**config.mk**
```make
export PLATFORM = sky130hd
export DESIGN_NAME = interval_sequencer
export DESIGN_NICKNAME = d
export VERILOG_FILES = /design/src/rtl/interval_seq_pkg.sv /design/src/rtl/interval_seq_table.sv /design/src/rtl/interval_sequencer.sv
export SDC_FILE = /design/constraint.sdc
export NUM_CORES = 1
export LEC_CHECK = 0
export CAP_MARGIN = 40
export CORE_MARGIN = 2
export CORE_UTILIZATION = 39
export CTS_CLUSTER_SIZE = 8
export DETAILED_ROUTE_END_ITERATION = 10
export SYNTH_ARGS = -nofsm -noshare
export SYNTH_HDL_FRONTEND = slang
export SYNTH_SLANG_ARGS = --single-unit
```
**constraint.sdc**
```tcl
create_clock -name clk -period 3.7 [get_ports clk]
set_input_delay 0.74 -clock clk [delete_from_list [all_inputs] [get_ports clk]]
set_output_delay 0.74 -clock clk [all_outputs]
set_load 0.05 [all_outputs]
```
**src/rtl/interval_seq_pkg.sv**
```systemverilog
// Shared types and default widths for the interval sequencer.
package interval_seq_pkg;

    localparam int unsigned NUM_W  = 24;
    localparam int unsigned CODE_W = 8;

    typedef enum logic [1:0] {
        IDLE = 2'd0,
        LOAD = 2'd1,
        RUN  = 2'd2,
        NEXT = 2'd3
    } state_t;

    typedef struct packed {
        logic [NUM_W-1:0]  num;
        logic [CODE_W-1:0] code;
    } entry_t;

endpackage

```
**src/rtl/interval_seq_table.sv**
```systemverilog
// Interval table: DEPTH entries, synchronous write, asynchronous read, cleared on reset.
module interval_seq_table
    import interval_seq_pkg::*;
#(
    parameter int unsigned DEPTH = 8
) (
    input  logic                     clk,
    input  logic                     reset,
    input  logic                     wr_en,
    input  logic [$clog2(DEPTH)-1:0] wr_addr,
    input  entry_t                   wr_data,
    input  logic [$clog2(DEPTH)-1:0] rd_addr,
    output entry_t                   rd_data_c
);

    entry_t mem [DEPTH];

    always_ff @(posedge clk or negedge reset) begin
        if (!reset) begin
            for (int unsigned i = 0; i < DEPTH; i++) begin
                mem[i] <= '0;
            end
        end else if (wr_en) begin
            mem[wr_addr] <= wr_data;
        end
    end

    assign rd_data_c = mem[rd_addr];

endmodule

```
**src/rtl/interval_sequencer.sv**
```systemverilog
// Plays a programmed list of intervals through the downstream counter, emitting one code per entry.
// Optional RUN-state watchdog enabled by defining INTERVAL_SEQ_WDOG_EN.
module interval_sequencer
    import interval_seq_pkg::*;
#(
    parameter int unsigned DEPTH = 8
`ifdef INTERVAL_SEQ_WDOG_EN
    ,
    parameter int unsigned WDOG_SLACK = 16
`endif
) (
    input  logic                     clk,
    input  logic                     reset,
    input  logic                     wr_en,
    input  logic [$clog2(DEPTH)-1:0] wr_addr,
    input  logic [NUM_W-1:0]         wr_num,
    input  logic [CODE_W-1:0]        wr_code,
    input  logic [$clog2(DEPTH):0]   len,
    input  logic                     loop_en,
    input  logic                     start,
    input  logic                     stop,
    output logic                     cnt_reset,
    output logic [NUM_W-1:0]         cnt_num,
    input  logic                     cnt_done,
    output logic [CODE_W-1:0]        code_out,
    output logic                     code_valid,
    output logic                     busy,
    output logic                     done,
    output logic                     wdog_err
);

    localparam int unsigned ADDR_W = $clog2(DEPTH);
    localparam int unsigned LEN_W  = ADDR_W + 1;

    state_t             state, state_d;
    logic [ADDR_W-1:0]  idx, idx_d;
    logic [LEN_W-1:0]   len_q, len_d;
    logic               is_last_c;
    logic               seq_end_c;
    logic               wdog_trip_c;
    entry_t             wr_entry_c;
    entry_t             rd_entry_c;

    logic               cnt_reset_d;
    logic [NUM_W-1:0]   cnt_num_d;
    logic [CODE_W-1:0]  code_out_d;
    logic               code_valid_d;
    logic               busy_d;
    logic               done_d;

    assign wr_entry_c.num  = wr_num;
    assign wr_entry_c.code = wr_code;

    // Read port follows the next index so LOAD outputs come straight from the table
    interval_seq_table #(.DEPTH(DEPTH)) u_table (
        .clk       (clk),
        .reset     (reset),
        .wr_en     (wr_en),
        .wr_addr   (wr_addr),
        .wr_data   (wr_entry_c),
        .rd_addr   (idx_d),
        .rd_data_c (rd_entry_c)
    );

    assign is_last_c = (LEN_W'(idx) + LEN_W'(1)) >= len_q;

    always_ff @(posedge clk or negedge reset) begin
        if (!reset) begin
            state <= IDLE;
            idx   <= '0;
            len_q <= '0;
        end else begin
            state <= state_d;
            idx   <= idx_d;
            len_q <= len_d;
        end
    end

    always_comb begin
        state_d   = state;
        idx_d     = idx;
        len_d     = len_q;
        seq_end_c = 1'b0;
        case (state)
            IDLE: begin
                if (start && (len != '0)) begin
                    state_d = LOAD;
                    idx_d   = '0;
                    len_d   = len;
                end
            end
            // cnt_num already holds this entry's target; zero-length entries skip RUN
            LOAD: state_d = (cnt_num == '0) ? NEXT : RUN;
            RUN: begin
                if (cnt_done) begin
                    state_d = NEXT;
                end else if (wdog_trip_c) begin
                    state_d = IDLE;
                    idx_d   = '0;
                end
            end
            NEXT: begin
                if (!is_last_c) begin
                    state_d = LOAD;
                    idx_d   = idx + ADDR_W'(1);
                end else if (loop_en) begin
                    state_d = LOAD;
                    idx_d   = '0;
                end else begin
                    state_d   = IDLE;
                    idx_d     = '0;
                    seq_end_c = 1'b1;
                end
            end
            default: state_d = IDLE;
        endcase
        if (stop) begin
            state_d   = IDLE;
            idx_d     = '0;
            seq_end_c = 1'b0;
        end
    end

    always_comb begin
        cnt_reset_d  = 1'b1;
        cnt_num_d    = cnt_num;
        code_out_d   = code_out;
        code_valid_d = 1'b0;
        busy_d       = (state_d != IDLE);
        done_d       = seq_end_c;
        case (state_d)
            LOAD: begin
                cnt_num_d    = rd_entry_c.num;
                code_out_d   = rd_entry_c.code;
                code_valid_d = 1'b1;
            end
            RUN:     cnt_reset_d = 1'b0;
            default: ;
        endcase
    end

    always_ff @(posedge clk or negedge reset) begin
        if (!reset) begin
            cnt_reset  <= 1'b1;
            cnt_num    <= '0;
            code_out   <= '0;
            code_valid <= 1'b0;
            busy       <= 1'b0;
            done       <= 1'b0;
        end else begin
            cnt_reset  <= cnt_reset_d;
            cnt_num    <= cnt_num_d;
            code_out   <= code_out_d;
            code_valid <= code_valid_d;
            busy       <= busy_d;
            done       <= done_d;
        end
    end

`ifdef INTERVAL_SEQ_WDOG_EN
    localparam int unsigned WDOG_W = NUM_W + 1;

    logic [WDOG_W-1:0] wdog_cnt;
    logic [WDOG_W-1:0] wdog_limit_c;

    // Extra bit keeps target plus slack from wrapping
    assign wdog_limit_c = WDOG_W'(cnt_num) + WDOG_W'(WDOG_SLACK);
    assign wdog_trip_c  = (state == RUN) && (wdog_cnt >= wdog_limit_c);

    always_ff @(posedge clk or negedge reset) begin
        if (!reset) begin
            wdog_cnt <= '0;
            wdog_err <= 1'b0;
        end else begin
            wdog_cnt <= (state == RUN) ? (wdog_cnt + WDOG_W'(1)) : '0;
            if (wdog_trip_c && !cnt_done) begin
                wdog_err <= 1'b1;
            end
        end
    end
`else
    assign wdog_trip_c = 1'b0;
    assign wdog_err    = 1'b0;
`endif

endmodule

```
==> flow_summary.toml <==
[setup_path]
worst_path_dominant_cell_family = "compound AO/OA/AOI/OAI gates"
cp-end-kind = "flop"
crit_top_cell = "ha_1"
cp.arrival_ns = 3.74
cp_slowest_cell = "and2_4"
slowest_delay_ns = 0.64
crit_chain = "ha_1, xor2_1, ha_1, o211ai_1, o211ai_4, and2_4, buf_4, o21ai_0, a32oi_1, a32o_1"
critical_path_buf_inv_count = 1
worstPathMaxFanout = 47
path_class = "flop to flop"
required_ns = 4.16
worstSetupStartpointType = "flop"

[sta]
maxSlewViolCount = 0
timing.fmax_mhz = 305.2
rsz0062_at_grt = "no"
hold_violations = 0
worst_slack_ns = 0.4230
slew_headroom = 0.4994
setup_viol = 0
tns_ns = 0
final.min_clock_period_ns = 3.277
finalClockSkew_ns = 0.01268
tightestPinTransition_ns = 0.7509
timing.final.crit_share = 0.8857

[synthesis]
synth_area_leader_cell = "dfrtp_1"
synth_fp_nets = 1136
synth_top_area_share = 0.5449
seq_area_frac_synth = 0.5468
synth_area_leaders = "dfrtp_1 54%, mux2_2 21%, a32o_1 2.3%, mux2i_1 2.3%, a32oi_1 2.0%"
synth_cells = 1081
synthTopCellsByCount = "300 x dfrtp_1, 260 x mux2_2, 58 x clkbuf_1, 38 x nor2_1, 36 x nand2_1"
ys.flop_type = "dfrtp_1"
synth.most_common_cell = "dfrtp_1"
synth_area_um2 = 13780
syn_area_per_cell_um2 = 12.75
ys_ff_latch = 301
synth_cell_types = 46
ys_warn_count = 0
async_flop_share = 1.000
synth_edf_count = 0

[route]
drc = 0
wl_per_cell_um = 22.10
initialDrtViolationCount = 611
ant_nets = 0
vias = 9359
viasPerCell = 5.756
wirelength_mm = 35.93
first_pass_iters = 5

[layout]
fin_nets = 1215
fill_cells = 3123
antenna_cells = 0
finish.utilization = 0.4734
multi_input_area_um2 = 5888
drive_gt1_frac = 0.3160
stdcell_count = 1626
area_growth_pct = 18.97
regArea_um2 = 7533

[floorplan]
io_pins = 83
die-area_um2 = 36850
core_um2 = 34630
die_h_um = 192.0
initial_utilization = 0.3979
rows = 68
die_w_um = 192.0

[clock_network]
cts-resized-gates = 0
clock_latency_ns = 0.53
numCtsBuffers = 43
cts_root_buffer = "clkbuf_16"
cts_buffer_depth = 3
cts_tree = "built"
cts_sinks = 301
path_clk_slew_ns = 0.05
cts_setup_buffers = 0
postCtsHoldBufs = 0
htree_levels = 2

[placed_design]
dpl_worst_slack_ns = 0.4875
io_buffers = 81
place.gp.congestion = 0.7259
dp.cells = 1570
dp_hpwl_mm = 20.70

[grt]
grt_max_degree = 90
overflow = 0
grt_pass1_wl_mm = 56.19
grt_pass1_vias = 9703
grtUsageTotal = 0.1981
antenna_found_initial = 0

[pwr]
peakVddDrop_uv = 359.1
leakage_nw = 6.621
p_per_area_nw_per_um2 = 698.3

[outcome]
status = "complete, no violations"

[job]
drv_cap = 0

[worst_hold_path]
hp-class = "primary input to asynchronous set/reset pin"
## logic make-up (layout without fill, tap and decap cells)
kind of cell / Yosys count / count (layout) / synth area share
AOI/OAI and AO/OA: 214 / 214 / 0.1108
xor gates and xnor gates: 1 / 1 / 0.0006358
adders and majority gates: 9 / 9 / 0.008173
buffers and inverters: 96 / 186 / 0.03078
DFF: 301 / 301 / 0.5468
muxes: 292 / 292 / 0.2357
other: 1 / 1 / 0.0002722
and+or+nand+nor: 167 / 167 / 0.06684
## per-layer routing
metal,GRT usage,vias up,part of all wire
met1,0.2739,4910,0.46
li1,-,4175,-
met5,0,-,0
met3,0.02686,46,0.045
met2,0.3284,228,0.48
met4,0.05148,0,0.017
## worst register-to-register path, stage by stage (launching register included)
cell and delay (ns):
dfrtp_1 0.44, ha_1 0.27, xor2_1 0.15, ha_1 0.27
o211ai_1 0.22, o211ai_4 0.33, and2_4 0.64, buf_4 0.29
o21ai_0 0.13, a32oi_1 0.27, a32o_1 0.20
## stage by stage
step / cell area [um2] / hold slack, ns / power (mW)
2_1_floorplan: 13780 / 0.4444 / 6.853
3_3_place_gp: 15220 / 0.4805 / 7.900
3_5_place_dp: 15220 / 0.4863 / 7.986
4_1_cts: 16390 / 0.2411 / 11.54
5_1_grt: 16390 / 0.2593 / 12.00
6_report: 16390 / 0.1995 / 11.45
## final cells by class
type | count | share of cell area
tap | 455 | 0.03473
clock inverter | 2 | 0.001527
inverter | 11 | 0.002519
clock buffer | 54 | 0.07007
sequential | 301 | 0.4596
timing repair buffer | 119 | 0.07236
multi-input combinational | 684 | 0.3592
## cell usage in the layout, fill, tap and decap left out, drive strengths merged, types with 33 or more instances in the layout
cell type | synthesis | routed
dfrtp | 300 | 300
mux2 | 260 | 260
clkdlybuf4s50 | 0 | 79
o21ai | 67 | 67
clkbuf | 58 | 54
buf | 27 | 40
nor2 | 38 | 38
nand2 | 36 | 36
nor3 | 35 | 35
a21oi | 34 | 34
o31ai | 33 | 33
## power breakdown
group	switching (mW)	internal, mW
Sequential	0.520	4.13
Combinational	1.84	1.45
Clock	1.36	2.14
Total	3.73	7.72
## sequential cells by signal (all words and copies together) (netlist names), 2 cells and up
name	count
idx	3
code_out	8
cnt_num	24
u_table.mem	256
state	2
len_q	4
## final timing paths
kind	from	to	slack [ns]	depth (start not counted)
min in group clk	u_table.mem[177]	u_table.mem[177]	0.50	1
worst min-delay path	reset	u_table.mem[225]	0.20	1
max in group asynchronous	reset	u_table.mem[143]	2.55	2
worst max-delay path	idx[0]	cnt_num[16]	0.42	10
worst min register to register	u_table.mem[177]	u_table.mem[177]	0.50	1
worst max register to register	idx[0]	cnt_num[16]	0.42	10
No activity file was read; power rests on OpenSTA's default activity.
